$ cat src/rtl/traffic_gen_sched.sv
// Job scheduler for the traffic_gen kernel: queues traffic profiles, launches them one at a time, watchdogs each run.
// Optional per-job RUN cycle counter enabled by TRAFFIC_GEN_SCHED_PERF_EN.
module traffic_gen_sched #(
    parameter int unsigned WORD_WIDTH = 32,
    parameter int unsigned N_JOBS     = 4,
    parameter int unsigned TO_WIDTH   = 16
) (
    input  logic                  ap_clk,
    input  logic                  ap_rst_n,
    input  logic                  job_valid_i,
    output logic                  job_ready_o,
    input  logic [WORD_WIDTH-1:0] job_n_total_reqs_i,
    input  logic [WORD_WIDTH-1:0] job_t_ck_reqs_i,
    input  logic [WORD_WIDTH-1:0] job_t_ck_idle_i,
    input  logic [TO_WIDTH-1:0]   timeout_i,
    input  logic                  clear_i,
    output logic [WORD_WIDTH-1:0] n_total_reqs_o,
    output logic [WORD_WIDTH-1:0] t_ck_reqs_o,
    output logic [WORD_WIDTH-1:0] t_ck_idle_o,
    output logic                  ap_start_o,
    input  logic                  ap_done_i,
    output logic                  busy_o,
    output logic                  evt_o,
    output logic [WORD_WIDTH-1:0] jobs_done_o,
    output logic                  err_timeout_o,
    output logic                  err_cfg_o,
    output logic [WORD_WIDTH-1:0] last_job_cycles_o
);

    localparam int unsigned PTR_W = (N_JOBS > 1) ? $clog2(N_JOBS) : 1;
    localparam int unsigned CNT_W = PTR_W + 1;

    typedef struct packed {
        logic [WORD_WIDTH-1:0] n_total_reqs;
        logic [WORD_WIDTH-1:0] t_ck_reqs;
        logic [WORD_WIDTH-1:0] t_ck_idle;
    } job_t;

    typedef enum logic [2:0] {
        S_IDLE,
        S_LOAD,
        S_RUN,
        S_DONE,
        S_ERR
    } state_t;

    state_t              state_q, state_d;
    job_t                fifo_q [N_JOBS];
    job_t                head;
    logic [PTR_W-1:0]    wr_ptr_q, rd_ptr_q;
    logic [CNT_W-1:0]    cnt_q, cnt_d;
    logic                full_q;
    logic                fifo_empty;
    logic                push, pop, load, cfg_err_set, job_bad;
    logic [TO_WIDTH-1:0] wd_q;
    logic [WORD_WIDTH-1:0] n_total_reqs_q, t_ck_reqs_q, t_ck_idle_q, jobs_done_q;
    logic                ap_start_q, busy_q, evt_q, err_timeout_q, err_cfg_q;

    assign head        = fifo_q[rd_ptr_q];
    assign fifo_empty  = (cnt_q == '0);
    assign push        = job_valid_i & ~full_q & ~clear_i;
    assign job_bad     = (head.n_total_reqs < WORD_WIDTH'(2)) || (head.t_ck_reqs == '0);

    // Next-state and per-cycle strobes; clear_i overrides every transition.
    always_comb begin
        state_d     = state_q;
        pop         = 1'b0;
        load        = 1'b0;
        cfg_err_set = 1'b0;
        case (state_q)
            S_IDLE: begin
                if (!fifo_empty) state_d = S_LOAD;
            end
            S_LOAD: begin
                pop = 1'b1;
                if (job_bad) begin
                    cfg_err_set = 1'b1;
                    state_d     = S_IDLE;
                end else begin
                    load    = 1'b1;
                    state_d = S_RUN;
                end
            end
            S_RUN: begin
                if (ap_done_i) begin
                    state_d = S_DONE;
                end else if ((timeout_i != '0) && (wd_q == TO_WIDTH'(timeout_i - TO_WIDTH'(1)))) begin
                    state_d = S_ERR;
                end
            end
            S_DONE: begin
                state_d = fifo_empty ? S_IDLE : S_LOAD;
            end
            S_ERR: begin
                state_d = S_ERR;
            end
            default: state_d = S_IDLE;
        endcase
        if (clear_i) begin
            state_d     = S_IDLE;
            pop         = 1'b0;
            load        = 1'b0;
            cfg_err_set = 1'b0;
        end
    end

    // Occupancy update; a simultaneous push and pop leaves it unchanged.
    always_comb begin
        cnt_d = cnt_q;
        case ({push, pop})
            2'b10:   cnt_d = cnt_q + CNT_W'(1);
            2'b01:   cnt_d = cnt_q - CNT_W'(1);
            default: cnt_d = cnt_q;
        endcase
        if (clear_i) cnt_d = '0;
    end

    always_ff @(posedge ap_clk) begin
        if (push) fifo_q[wr_ptr_q] <= '{job_n_total_reqs_i, job_t_ck_reqs_i, job_t_ck_idle_i};
    end

    always_ff @(posedge ap_clk or negedge ap_rst_n) begin
        if (!ap_rst_n) begin
            state_q  <= S_IDLE;
            wr_ptr_q <= '0;
            rd_ptr_q <= '0;
            cnt_q    <= '0;
            full_q   <= 1'b0;
        end else begin
            state_q <= state_d;
            cnt_q   <= cnt_d;
            full_q  <= (cnt_d == CNT_W'(N_JOBS));
            if (clear_i) begin
                wr_ptr_q <= '0;
                rd_ptr_q <= '0;
            end else begin
                if (push) wr_ptr_q <= wr_ptr_q + PTR_W'(1);
                if (pop)  rd_ptr_q <= rd_ptr_q + PTR_W'(1);
            end
        end
    end

    // Kernel config, watchdog, status and error registers.
    always_ff @(posedge ap_clk or negedge ap_rst_n) begin
        if (!ap_rst_n) begin
            n_total_reqs_q <= '0;
            t_ck_reqs_q    <= '0;
            t_ck_idle_q    <= '0;
            wd_q           <= '0;
            ap_start_q     <= 1'b0;
            busy_q         <= 1'b0;
            evt_q          <= 1'b0;
            jobs_done_q    <= '0;
            err_timeout_q  <= 1'b0;
            err_cfg_q      <= 1'b0;
        end else begin
            if (load) begin
                n_total_reqs_q <= head.n_total_reqs;
                t_ck_reqs_q    <= head.t_ck_reqs;
                t_ck_idle_q    <= head.t_ck_idle;
            end
            if (clear_i || load)     wd_q <= '0;
            else if (state_q == S_RUN) wd_q <= wd_q + TO_WIDTH'(1);
            ap_start_q <= (state_d == S_RUN);
            busy_q     <= (state_d != S_IDLE) || (cnt_d != '0);
            evt_q      <= (state_d == S_DONE);
            if (state_d == S_DONE) jobs_done_q <= jobs_done_q + WORD_WIDTH'(1);
            if (clear_i) begin
                err_timeout_q <= 1'b0;
                err_cfg_q     <= 1'b0;
            end else begin
                if ((state_q == S_RUN) && (state_d == S_ERR)) err_timeout_q <= 1'b1;
                if (cfg_err_set) err_cfg_q <= 1'b1;
            end
        end
    end

`ifdef TRAFFIC_GEN_SCHED_PERF_EN
    logic [WORD_WIDTH-1:0] run_cyc_q, run_cyc_inc, last_cyc_q;

    assign run_cyc_inc = (&run_cyc_q) ? run_cyc_q : run_cyc_q + WORD_WIDTH'(1);

    // Saturating RUN-cycle counter; the captured value includes the completing cycle.
    always_ff @(posedge ap_clk or negedge ap_rst_n) begin
        if (!ap_rst_n) begin
            run_cyc_q  <= '0;
            last_cyc_q <= '0;
        end else begin
            if (load)                   run_cyc_q <= '0;
            else if (state_q == S_RUN)  run_cyc_q <= run_cyc_inc;
            if ((state_q == S_RUN) && (state_d == S_DONE)) last_cyc_q <= run_cyc_inc;
        end
    end

    assign last_job_cycles_o = last_cyc_q;
`else
    assign last_job_cycles_o = '0;
`endif

    assign job_ready_o    = ~full_q;
    assign n_total_reqs_o = n_total_reqs_q;
    assign t_ck_reqs_o    = t_ck_reqs_q;
    assign t_ck_idle_o    = t_ck_idle_q;
    assign ap_start_o     = ap_start_q;
    assign busy_o         = busy_q;
    assign evt_o          = evt_q;
    assign jobs_done_o    = jobs_done_q;
    assign err_timeout_o  = err_timeout_q;
    assign err_cfg_o      = err_cfg_q;

endmodule
$ cat config.mk
export PLATFORM = sky130hd
export DESIGN_NAME = traffic_gen_sched
export DESIGN_NICKNAME = d
export VERILOG_FILES = /design/src/rtl/traffic_gen_sched.sv
export SDC_FILE = /design/constraint.sdc
export NUM_CORES = 1
export LEC_CHECK = 0
export ABC_CLOCK_PERIOD_IN_PS = 4700
export CAP_MARGIN = 10
export CELL_PAD_IN_SITES_DETAIL_PLACEMENT = 1
export CELL_PAD_IN_SITES_GLOBAL_PLACEMENT = 2
export CORE_MARGIN = 3
export CORE_UTILIZATION = 30
export DETAILED_ROUTE_END_ITERATION = 8
export GPL_ROUTABILITY_DRIVEN = 0
export GPL_TIMING_DRIVEN = 0
export PLACE_DENSITY_LB_ADDON = 0.1
export SKIP_LAST_GASP = 1
export SLEW_MARGIN = 0
export SYNTH_ARGS = -nofsm -noshare
export SYNTH_HDL_FRONTEND = slang
export SYNTH_SLANG_ARGS = --single-unit
export TNS_END_PERCENT = 20
$ cat constraint.sdc
create_clock -name ap_clk -period 4.7 [get_ports ap_clk]
set_clock_uncertainty 0.1 [all_clocks]
set_input_delay 0.94 -clock ap_clk [delete_from_list [all_inputs] [get_ports ap_clk]]
set_output_delay 0.94 -clock ap_clk [all_outputs]
set_load 0.05 [all_outputs]
### Word level (Yosys, flattened, before mapping)

Memory sizes are Yosys's and may differ from the RTL's.
Cells that the tools add are included.

* $add $sub $neg: 7
* multipliers: 0
* div/mod/pow operators: 0
* magnitude comparators: 1
* equal/unequal tests: 11
* shift operators: 0
* muxes and demuxes: 29
* bitwise gates (word level): 4
* reductions and logical operators: 16

Operators with widths (number)
* 32-bit by 1-bit adder with 32-bit output, second input constant: 1
* 32-bit logical NOT: 1
* 32-bit by 2-bit less-than comparator with 1-bit output, second input constant: 1
* 16-bit two-way mux: 2
* 16-bit by 1-bit adder with 16-bit output, second input constant: 1
* 16-bit equality test: 1
* 16-bit nonzero test: 1
* 16-bit by 1-bit subtractor with 16-bit output, second input constant: 1
* 1-bit two-way mux: 15
* 3-bit two-way mux: 5
* 3-bit case mux with 5 select lines: 1
* 3-bit by 2-bit equality test with 1-bit output, second input constant: 4
* 2-bit two-way mux: 5
* 2-bit nonzero test: 5
* 3-bit equality test, second input constant: 3
* 3-bit logical NOT: 2
* 3-bit case mux with 2 select lines: 1
* 3-bit nonzero test: 2
* 2-bit by 1-bit adder with 2-bit output, second input constant: 2
* 3-bit by 1-bit adder with 3-bit output, second input constant: 1
* 3-bit by 1-bit equality test with 1-bit output, second input constant: 1
* 1-bit logical OR: 3
* 3-bit by 1-bit subtractor with 3-bit output, second input constant: 1
* 1-bit bitwise AND: 2
* other kinds (4): 6

* flip-flop bits (word level): 160
* latch bits: 0
* bits in writable memories: 384
* ROM bits: 0
* input port bits: 117
* output and inout bits: 166
* logic and storage cells: 84
* memories: 1

Memories
* fifo_q: depth 4, bits a word 96, read ports 1, clocked after memory_dff 0, write ports 1, RTL line 48 `job_t fifo_q [N_JOBS];`

### Longest topological paths before layout

Gate-level depths: netlist (run 1).

* word-level depth: 11
* depth in mapped cells: 12
* gate-level depth less buffers: 12

### Worst setup path after synthesis (run 1)

Ideal clock, no wire load.

* kind: input to register
* from: input port clear_i
* to: memory fifo_q[0][0] (netlist bit), enable pin
* library setup time: 0.466 ns
* data arrival time: 3.552 ns
* required time: 4.134 ns
* setup slack: 0.582 ns
* cell stages on the path: 3
* path buffers: 1
* cell sequence: clkbuf_1 -> nor2_1 -> and2_1

* word-level cells in the longest chain between the ends: 4

Ends and longest elaborated chain
* start, declared: RTL line 16 `input logic clear_i,`
* 1-bit inverter: RTL line 61 `assign push = job_valid_i & ~full_q & ~clear_i;`
* 1-bit bitwise AND: RTL line 61
* 1-bit two-way mux: RTL line 119 `if (push) fifo_q[wr_ptr_q] <= '{job_n_total_reqs_i, job_t_ck_reqs_i, job_t_ck_idle_i};`
* 1-bit two-way mux (implied by the code): RTL line 119
* end, declared: RTL line 48

No other way between the ends.

### Final worst setup path (run 1)

* from: register rd_ptr_q[0]
* to: register n_total_reqs_q[0], in the netlist n_total_reqs_o[0]

* word-level cells in the longest chain between the ends: 6
* elaborated cells on any way between the ends: 7
* classes of those cells: order compare: 1; mux: 3; reduce/logical: 2; memory: 1

Ends and longest elaborated chain
* start, declared: RTL line 50 `logic [PTR_W-1:0] wr_ptr_q, rd_ptr_q;`
* start signal, assigned: RTL line 138 `if (pop) rd_ptr_q <= rd_ptr_q + PTR_W'(1);`
* memory read 4 x 96 bit (*)
* 32-bit by 2-bit less-than comparator with 1-bit output / 32-bit logical NOT (equally long branches): RTL line 62 `assign job_bad = (head.n_total_reqs < WORD_WIDTH'(2)) || (head.t_ck_reqs == '0);`
* 1-bit logical OR: RTL line 62
* 1-bit two-way mux: RTL line 76 `if (job_bad) begin`
* 1-bit two-way mux: RTL line 70 `case (state_q)`
* 1-bit two-way mux: RTL line 99 `if (clear_i) begin`
* end signal, assigned: RTL line 158 `n_total_reqs_q <= head.n_total_reqs;`
* end, declared: RTL line 56 `logic [WORD_WIDTH-1:0] n_total_reqs_q, t_ck_reqs_q, t_ck_idle_q, jobs_done_q;`

Mark *: on every way between the ends. The rest lies on a longest branch, timed or not.
A chain may end at the register's enable or synchronous reset.

==> results of run 1 <==
-- metrics by stage --
step	TNS (ns)	util (%)
detailed placement	-33.51	36.4
global placement	-1860.77	36.1
finish	0	39.2
floorplan	0	-
CTS	0	39.2
global route	0	39.2
-- area by class of cell --
cell class | count | share of cell area (%)
Antenna cell | 8 | 0.0736
Clock buffer | 90 | 6.15
Clock inverter | 24 | 0.708
Tap cell | 931 | 4.28
Timing Repair Buffer | 258 | 10.1
Sequential cell | 544 | 57.1
Inverter | 12 | 0.166
Multi-Input combinational cell | 516 | 19.6
Buffer | 73 | 1.86
-- where the power goes --
part / switching (uW) / internal (uW) / total (uW)
Sequential: 322 / 5730 / 6050
Combinational: 2910 / 1810 / 4720
Clock: 1930 / 2520 / 4450
Total: 5160 / 10100 / 15200
-- registers in the layout, indices dropped and copies added, names as in the netlist --
| signal | flops |
|---|---|
| fifo_q | 384 |
| jobs_done_o | 32 |
| n_total_reqs_o | 32 |
| t_ck_idle_o | 32 |
| t_ck_reqs_o | 32 |
| wd_q | 16 |
| cnt_q | 3 |
| state_q | 3 |
| rd_ptr_q | 2 |
| wr_ptr_q | 2 |
| ap_start_o | 1 |
| busy_o | 1 |
| err_cfg_o | 1 |
| err_timeout_o | 1 |
| evt_o | 1 |
| full_q | 1 |
-- per-layer routing --
| metal | vias up | GRT usage, % | share of wire (%) |
|---|---|---|---|
| met3 | 73 | 3.56 | 5.0 |
| met2 | 209 | 26.3 | 51 |
| met5 | - | 0 | 0.055 |
| li1 | 5026 | - | - |
| met4 | 6 | 3.76 | 1.8 |
| met1 | 6045 | 19.3 | 42 |
-- kinds of logic after synthesis --
| kind of cell | share of synthesized area, % |
|---|---|
| flops | 73.1 |
| mux | 15.5 |
| simple gates | 4.67 |
| buf+inv | 2.55 |
| xor+xnor | 2.80 |
| compound gates | 0.853 |
| fa+ha+maj | 0.565 |
| other cells | 0.0176 |
-- cells in the final DEF, fill, tap and decap left out, types with 20 or more instances in the layout --
cell               n
buf_4             40
clkbuf_1          38
clkbuf_16         60
clkdlybuf4s50_1  248
conb_1            32
dfrtp_1          160
edfxtp_1         384
mux2_1            40
mux2_2            57
mux4_2            96
nand2_1           21
nand4_1           20
nor2_1            39
nor4_1            22
xnor2_1           40
xor2_1            28
-- synth_stat cells, types with 2 or more instances --
master      n  area [sq um]
xnor2_1    40           350
inv_1      12          45.0
mux2_1     40           450
o22ai_1     2          12.5
nor3_1     17          85.1
or3_1       3          18.8
nand2_1    21          78.8
a21oi_1     5          25.0
buf_4      40           300
mux4_2     96          2160
or3b_2      2          17.5
nor4_1     23           144
a31oi_1     3          18.8
clkbuf_1   20          75.1
edfxtp_1  384         11500
a211o_1     3          26.3
and3_1      9          56.3
or4_1       4          30.0
buf_1       2          7.51
buf_8       4          60.1
nand3_1    17          85.1
and4_1      7          61.3
mux2_2     57           642
ha_1        8           100
nand4_1    20           125
or2_2       3          18.8
nor2_1     39           146
and2_1      5          31.3
xor2_1     28           245
nand3b_1    2          15.0
o21ai_0     6          30.0
dfrtp_1   160          4000
mux2i_1     4          40.0
buf_2       4          20.0
buf_6       3          33.8
nor2b_1     6          37.5
-- worst max-delay path, delay by kind of cell (launching register included) --
family                 cells  cell delay [ns]
AO/OA/AOI/OAI              1             0.47
buffers and inverters      5             1.43
flip-flops                 1             0.32
multiplexers               2             0.93
AND/OR/NAND/NOR            3             1.02
-- timing repair --
item	4_1_cts	5_1_grt
gates resized for setup	8	1
hold endpoints to repair	0	0
hold buffers	0	0
setup endpoints to repair	106	2
-- how the worst max path moves through the flow --
| stage | from | to | cells past startpoint |
|---|---|---|---|
| 6_report | rd_ptr_q[0] | n_total_reqs_o[0] | 11 |
| 5_1_grt | rd_ptr_q[0] | n_total_reqs_o[1] | 11 |
| 4_1_cts | rd_ptr_q[0] | n_total_reqs_o[1] | 11 |
| 3_5_place_dp | rd_ptr_q[1] | n_total_reqs_o[1] | 11 |
| 3_3_place_gp | ap_rst_n | t_ck_idle_o[10] | 1 |
| 2_1_floorplan | clear_i | fifo_q[0][0] | 3 |
==> metrics.md, run 1 <==
| Metric | Value |
|---|---|
| Outcome | `finished clean` |
| Hold WS | `about 0.15 ns` |
| Rows | `96` |
| Final setup fails | `0` |
| Clk Tree Root Cell | `clkbuf_16` |
| Slew Limit Fails | `0` |
| Worst Setup End Kind | `register` |
| IO buf count | `249` |
| Final worst-path cycle share | `94.3%` |
| Area occupied by multi-input gates | `0.00533 sq mm` |
| Clock latency on the worst-skew pair | `0.64 ns` |
| Worst EP arrival | `4.83 ns` |
| Non-filler cells, final | `about 2500` |
| Largest net degree at the start of global routing | `100` |
| Flop-to-flop setup slack | `0.27 ns` |
| Max-cap violations | `0` |
| Final worst setup slack | `0.267 ns` |
| DRT antenna net count | `0` |
| Hpwl dp | `around 37 mm` |
| Post-synth EDFFs | `384` |
| Cell count after synthesis | `1114` |
| RSZ-0062 raised after global routing | `no` |
| Peak VDD IR | `0.305 mV` |
| Number of global-route vias before repair | `12410` |
| RR Endpoint | `n_total_reqs_o[0]` |
| CTS H-tree lvls | `2` |
| Top FF cell, synth | `edfxtp_1` |
| Clock sinks | `approximately 540` |
| Drt total wl | `about 56 mm` |
| Static Leakage | `around 0.0095 uW` |
| Period minus WS final | `4.43 ns` |
| Placed Cells | `around 2300` |
| PwrDens | `559 mW/mm^2` |
| Via density per instance | `approximately 4.6` |
| Drt initial violations | `587` |
| Worst-margin pin slew | `1.00 ns` |
| Total setup buffers inserted after CTS | `0` |
| Post-synth ARST share | `29.4%` |
| Worst setup SP type | `register` |
| Total power | `15200 uW` |
| Cell area after synthesis | `~0.021 sq mm` |
| Via Count | `11359` |
| Layout Nets | `1591` |
| Crit path required time | `5.09 ns` |
| Final Cell Area | `0.0272 sq mm` |
| Yosys cell types | `about 50` |
| Slew headroom | `about a third` |
| FF+latch area | `0.0155 sq mm` |
| Critical Path Slowest Stage Cell | `mux4_2` |
| Crit path max fanout | `10` |
| Die area | `0.0741 sq mm` |
| Die Y | `272 um` |
| Post-synthesis register bit count | `approximately 540` |
| Core box area | `0.0694 sq mm` |
| Crit path top cell by count | `buf_2` |
| RR Startpoint | `rd_ptr_q[0]` |
| GRT Resource Usage Total | `15.2%` |
| Initial antenna violation count | `10` |
| DRC viols | `0` |
| Critical Path Max Stage Delay | `0.59 ns` |
| FILL cells | `6882` |
| Fmax | `between 0.2 and 0.25 GHz` |
| # IOs | `approximately 280` |
| Hold Path Class | `in -> async` |
| Initial Utilization | `a little under a third` |
| Synth Warn # | `0` |
| Setup CP Type | `reg -> reg` |
| Dpl cell area | `0.0253 sq mm` |
| Reg2Reg Depth | `11` |
| Die W | `272 um` |
| Drt first pass iters | `4` |
| Crit-path cells | `buf_2 -> buf_2 -> mux4_2 -> nor4_1 -> nand4_1 -> o22ai_2 -> nand2b_1 -> buf_4 -> buf_6 -> buf_8 -> mux2_1` |
| Routed len/inst | `23.0 um` |
| Final Hold Vio Count | `0` |
| Gr ovfl total | `0` |
| CTS Buffer Depth | `3` |
| Average cell area after synthesis | `19.1 sq um` |
| CTS tree | `done` |
| Clock transition at path regs | `0.06 ns` |
| First-pass GRT wire length | `83.5 mm` |
| DP Worst Slack | `-0.460 ns` |
| Sequential fraction of the synthesis area | `between 70% and 80%` |
| TritonCTS buffer count | `60` |
| Area Growth Syn to Fin | `28.0%` |
| Layout cells sized above 1 | `20.6%` |
Power figures use the tool's default switching activity.
==> inputs of run 2 (changes only) <==
- PLACE_DENSITY: unset -> 0.58
- PLACE_DENSITY_LB_ADDON: 0.1 -> unset
==> metrics.md, run 2 (same netlist as run 1, synthesis figures left out) <==
| Metric | Value |
|---|---|
| Switching share of power | `33.1% (-0.74 points)` |
| Max reg flops | `384 (unchanged)` |
| Crit path launch | `rd_ptr_q[0]` |
| Clk pwr share | `30.5% (+1.3 points)` |
| GRT busiest layer | `met2` |
| Initial antenna violation count | `4 (-6)` |
| Drt total wl | `55.7 mm (-1.2%)` |
| Seq pwr share | `39.2% (-0.6 points)` |
| Most frequent cells in the layout | `edfxtp_1 (384), clkdlybuf4s50_1 (248), dfrtp_1 (160), mux4_2 (96), clkbuf_16 (62)` |
| Clock latency on the worst-skew pair | `0.62 ns (-0.02 ns)` |
| Max-cap violations | `0 (unchanged)` |
| Static Leakage | `0.00961 uW (+1.1%)` |
| First-pass GRT wire length | `83.1 mm (-0.43%)` |
| CTS tree | `done` |
| TritonCTS buffer count | `61 (+1.7%)` |
| Critical Path Slowest Stage Cell | `mux4_2` |
| Clock sinks | `544 (unchanged)` |
| Area Growth Syn to Fin | `28.8%` |
| Crit path max fanout | `10 (unchanged)` |
| M1 GR Usage | `19.8% (+0.52 points)` |
| Largest net degree at the start of global routing | `59 (-41%)` |
| Most common cell after layout, fill and taps aside | `edfxtp_1` |
| Crit-path cells | `buf_2 -> clkbuf_4 -> mux4_2 -> nor4_1 -> nand4_1 -> o22ai_2 -> nand2b_1 -> buf_4 -> buf_6 -> buf_8 -> mux2_1` |
| # hold bufs at CTS | `0 (unchanged)` |
| DRT antenna net count | `0 (unchanged)` |
| Worst Setup End Kind | `register` |
| Internal | `10400 uW (+3.0%)` |
| PwrDens | `566 mW/mm^2 (+1.2%)` |
| Final worst-path cycle share | `91.5% (-2.8 points)` |
| CTS H-tree lvls | `2 (unchanged)` |
| Clock transition at path regs | `0.06 ns (about the same)` |
| Layout Nets | `1593 (+0.13%)` |
| IO buf count | `249 (unchanged)` |
| Fmax | `0.233 GHz (+3.1%)` |
| M2 GR Usage | `26.0% (-0.29 points)` |
| Worst-margin pin slew | `1.02 ns (+0.0191 ns)` |
| Slew headroom | `32.0% (-1.3 points)` |
| # IOs | `283 (unchanged)` |
| Gr ovfl total | `0 (unchanged)` |
| FILL cells | `6880 (-0.029%)` |
| Period minus WS final | `4.30 ns (-0.132 ns)` |
| Die area | `0.0741 sq mm (unchanged)` |
| Flop-to-flop setup slack | `0.40 ns (+0.13 ns)` |
| Peak VDD IR | `0.340 mV (+11%)` |
| Hold Path Class | `in -> async` |
| RR Endpoint | `n_total_reqs_o[0]` |
| RR Startpoint | `rd_ptr_q[0]` |
| Critical Path Max Stage Delay | `0.58 ns (about the same)` |
| Die Y | `272 um (unchanged)` |
| Drt initial violations | `497 (-15%)` |
| Outcome | `finished clean` |
| Slew Limit Fails | `0 (unchanged)` |
| Total setup buffers inserted after CTS | `0 (unchanged)` |
| Routed len/inst | `22.7 um (-1.1%)` |
| GRT Resource Usage Total | `15.1% (-0.12 points)` |
| Net switching power | `5140 uW (-0.33%)` |
| CTS Buffer Depth | `3 (unchanged)` |
| Die W | `272 um (unchanged)` |
| Core box area | `0.0694 sq mm (unchanged)` |
| Initial Utilization | `30.6% (unchanged)` |
| Final Hold Vio Count | `0 (unchanged)` |
| Reg with most FFs | `fifo_q` |
| Hpwl dp | `37.0 mm (+1.1%)` |
| Via Count | `11271 (-0.77%)` |
| Setup CP Type | `reg -> reg` |
| Layout cells sized above 1 | `21.4% (+0.81 points)` |
| Worst EP arrival | `4.67 ns (-0.16 ns)` |
| Total power | `15500 uW (+1.9%)` |
| Clk Tree Root Cell | `clkbuf_16` |
| Grt met3 use | `3.05% (-0.51 points)` |
| RSZ-0062 raised after global routing | `no` |
| DRC viols | `0 (unchanged)` |
| Final Core Density | `39.4% (+0.25 points)` |
| Worst setup SP type | `register` |
| Comb pwr share | `30.3% (-0.7 points)` |
| Final setup fails | `0 (unchanged)` |
| Number of global-route vias before repair | `12345 (-0.52%)` |
| Reg2Reg Depth | `11 (unchanged)` |
| Critical Path End | `n_total_reqs_o[0]` |
| Via density per instance | `4.59 (-0.69%)` |
| Drt first pass iters | `4 (unchanged)` |
| Crit path required time | `5.07 ns (-0.02 ns)` |
| Rows | `96 (unchanged)` |
==> run 2: power by group through the flow <==
stage	Combinational, uW	Clock (uW)	Sequential [uW]
final	4710	4730	6070
after global placement	4740	0	6190
after detailed placement	4810	0	6170
after CTS	4820	4900	6090
after floorplan	1560	0	7600
after global routing	4970	5120	6140
==> run 2: worst min-delay path by stage <==
| stage | end | slack, ns | cells after the start |
|---|---|---|---|
| floorplan | state_q[1] | 0.42 | 1 |
| global route | n_total_reqs_o[22] | 0.12 | 1 |
| detailed placement | jobs_done_o[31] | 0.37 | 1 |
| finish | n_total_reqs_o[22] | 0.13 | 1 |
| CTS | n_total_reqs_o[22] | 0.11 | 1 |
| global placement | t_ck_idle_o[0] | 0.37 | 1 |
==> run 2: what timing repair did <==
item | CTS | global route
cloned | 0 | 0
gates resized for setup | 5 | 10
endpoints found under the setup margin | 106 | 40
==> run 2: worst max-delay path, delay by kind of cell (launching register included) <==
family,cells,cell delay (ns)
AND/OR/NAND/NOR,3,1.02
AO/OA/AOI/OAI,1,0.43
buffers and inverters,5,1.37
multiplexers,2,0.91
flip-flops,1,0.31
==> run 2: final cells by class <==
type / count / area, sq um / share of cell area (%)
clock inverters: 32 / 314 / 1.15
well taps: 931 / 1160 / 4.25
diodes: 3 / 7.51 / 0.0274
inverters: 12 / 45.0 / 0.164
plain buffers: 73 / 510 / 1.86
multi-input cells: 516 / 5320 / 19.4
clock buffers: 84 / 1710 / 6.26
repair buffers: 259 / 2770 / 10.1
flip-flops and latches: 544 / 15500 / 56.7
==> run 2: per-stage QoR <==
stage | instance area [sq um] | setup slack (ns) | setup TNS, ns | hold slack, ns | instances
floorplan | 21400 | 0.582 | 0 | 0.417 | 1145
global placement | 25000 | -5.69 | -1812.80 | 0.372 | 2325
detailed placement | 25300 | -0.461 | -31.42 | 0.372 | 2335
CTS | 27400 | 0.0158 | 0 | 0.110 | 2451
global route | 27400 | 0.0492 | 0 | 0.120 | 2451
finish | 27400 | 0.399 | 0 | 0.127 | 2454
==> run 2: per-layer routing <==
metal,vias to the layer above,wire [um]
met5,-,45
met4,6,724
met3,60,2540
met2,225,28200
met1,5944,24200
li1,5036,-
==> inputs of run 3 (changes only) <==
- SKIP_CTS_REPAIR_TIMING: unset -> 1
==> metrics.md, run 3 (same netlist as run 1, synthesis figures left out) <==
| Metric | Value |
|---|---|
| Outcome | `finished clean` |
| Max reg flops | `384 (unchanged)` |
| Peak VDD IR | `0.340 mV (unchanged)` |
| DRT antenna net count | `0 (unchanged)` |
| Comb pwr share | `30.3% (about the same)` |
| Final Hold Vio Count | `0 (unchanged)` |
| Largest net degree at the start of global routing | `59 (unchanged)` |
| Most common cell after layout, fill and taps aside | `edfxtp_1` |
| Slew headroom | `32.0% (unchanged)` |
| Worst EP arrival | `4.67 ns (about the same)` |
| Period minus WS final | `4.30 ns (-0.00442 ns)` |
| Gr ovfl total | `0 (unchanged)` |
| Clk Tree Root Cell | `clkbuf_16` |
| Internal | `10400 uW (unchanged)` |
| FF+latch area | `0.0155 sq mm (unchanged)` |
| Die Y | `272 um (unchanged)` |
| Clock latency on the worst-skew pair | `0.62 ns (about the same)` |
| Net switching power | `5140 uW (about the same)` |
| Crit-path cells | `buf_2 -> clkbuf_4 -> mux4_2 -> nor4_1 -> nand4_1 -> o22ai_2 -> nand2b_1 -> buf_4 -> buf_6 -> buf_8 -> mux2_1` |
| DRC viols | `0 (unchanged)` |
| Via Count | `11266 (-0.044%)` |
| RSZ-0062 raised after global routing | `no` |
| Final Core Density | `39.4% (about the same)` |
| CTS tree | `done` |
| FILL cells | `6878 (-0.029%)` |
| TritonCTS buffer count | `61 (unchanged)` |
| Worst Setup End Kind | `register` |
| Drt total wl | `55.7 mm (about the same)` |
| Switching share of power | `33.1% (about the same)` |
| Area Growth Syn to Fin | `28.7% (about the same)` |
| Drt initial violations | `496 (-0.20%)` |
| Slew Limit Fails | `0 (unchanged)` |
| Static Leakage | `0.00961 uW (about the same)` |
| Final worst-path cycle share | `91.4% (-0.094 points)` |
| Hold Path Class | `in -> async` |
| Die area | `0.0741 sq mm (unchanged)` |
| Layout Nets | `1593 (unchanged)` |
| Rows | `96 (unchanged)` |
| Critical Path Max Stage Delay | `0.58 ns (about the same)` |
| Final setup fails | `0 (unchanged)` |
| Crit path required time | `5.07 ns (about the same)` |
| Initial antenna violation count | `4 (unchanged)` |
| Routed len/inst | `22.7 um (about the same)` |
| Reg with most FFs | `fifo_q` |
| First-pass GRT wire length | `83.1 mm (about the same)` |
| # IOs | `283 (unchanged)` |
| Hold WS | `0.129 ns (+0.00228 ns)` |
| Crit path max fanout | `10 (unchanged)` |
| Area occupied by multi-input gates | `0.00532 sq mm (unchanged)` |
| Largest delay contributor family on the critical path | `buffers and inverters` |
| Worst-margin pin slew | `1.02 ns (unchanged)` |
| Crit path buf inv count | `5 (unchanged)` |
| Flop-to-flop setup slack | `0.40 ns (about the same)` |
| Max-cap violations | `0 (unchanged)` |
| Clk pwr share | `30.5% (about the same)` |
| Seq pwr share | `39.2% (about the same)` |
| Fmax | `0.233 GHz (+0.10%)` |
| GRT Resource Usage Total | `15.1% (about the same)` |
| CTS H-tree lvls | `2 (unchanged)` |
| CTS Buffer Depth | `3 (unchanged)` |
| Critical Path Slowest Stage Cell | `mux4_2` |
| PwrDens | `567 mW/mm^2 (about the same)` |
| Drt first pass iters | `4 (unchanged)` |
| Number of global-route vias before repair | `12342 (-0.024%)` |
| Ant diodes | `0 (-3)` |
| Clock transition at path regs | `0.06 ns (about the same)` |
| Core box area | `0.0694 sq mm (unchanged)` |
| Most frequent cells in the layout | `edfxtp_1 (384), clkdlybuf4s50_1 (248), dfrtp_1 (160), mux4_2 (96), clkbuf_16 (62)` |
| Setup CP Type | `reg -> reg` |
| Via density per instance | `4.60 (about the same)` |
| Die W | `272 um (unchanged)` |
| Layout cells sized above 1 | `21.4% (unchanged)` |
| Initial Utilization | `30.6% (unchanged)` |
| IO buf count | `249 (unchanged)` |
| Worst setup SP type | `register` |
| Hpwl dp | `37.0 mm (unchanged)` |
| Clock sinks | `544 (unchanged)` |
run 3: cell type report:
cell class / count / share of cell area (%)
Clock inverter: 32 / 1.15
Tap cell: 931 / 4.25
Timing Repair Buffer: 259 / 10.1
Clock buffer: 84 / 6.26
Inverter: 12 / 0.165
Buffer: 73 / 1.86
Multi-Input combinational cell: 516 / 19.4
Sequential cell: 544 / 56.7
run 3: power groups by stage:
stage	registers, uW	clock network [uW]	logic [uW]
finish	6070	4730	4710
detailed placement	6170	0	4810
CTS	6090	4900	4820
floorplan	7600	0	1560
global placement	6190	0	4740
global route	6140	5120	4970
run 3: final timing paths:
check / start / end / cells past startpoint
min in group ap_clk: jobs_done_o[31] / jobs_done_o[31] / 1
setup reg to reg: rd_ptr_q[0] / n_total_reqs_o[0] / 11
hold reg to reg: jobs_done_o[31] / jobs_done_o[31] / 1
setup / recovery: rd_ptr_q[0] / n_total_reqs_o[0] / 11
max in group asynchronous: ap_rst_n / jobs_done_o[28] / 3
hold / removal: ap_rst_n / n_total_reqs_o[22] / 1
run 3: through the flow:
stage / area [sq um] / worst slack, ns / instances / power (uW) / setup TNS [ns]
global placement: 25000 / -5.69 / 2325 / 10900 / -1812.80
CTS: 27400 / -0.499 / 2451 / 15800 / -34.85
finish: 27400 / 0.403 / 2451 / 15500 / 0
global route: 27400 / 0.0492 / 2451 / 16200 / 0
detailed placement: 25300 / -0.461 / 2335 / 11000 / -31.42
floorplan: 21400 / 0.582 / 1145 / 9160 / 0
run 3: layer usage:
layer | up-vias | GRT usage (%) | share of wire, %
met3 | 60 | 2.90 | 4.3
li1 | 5029 | - | -
met1 | 5946 | 19.9 | 44
met4 | 6 | 3.04 | 1.3
met2 | 225 | 26.0 | 51
met5 | - | 0 | 0.081
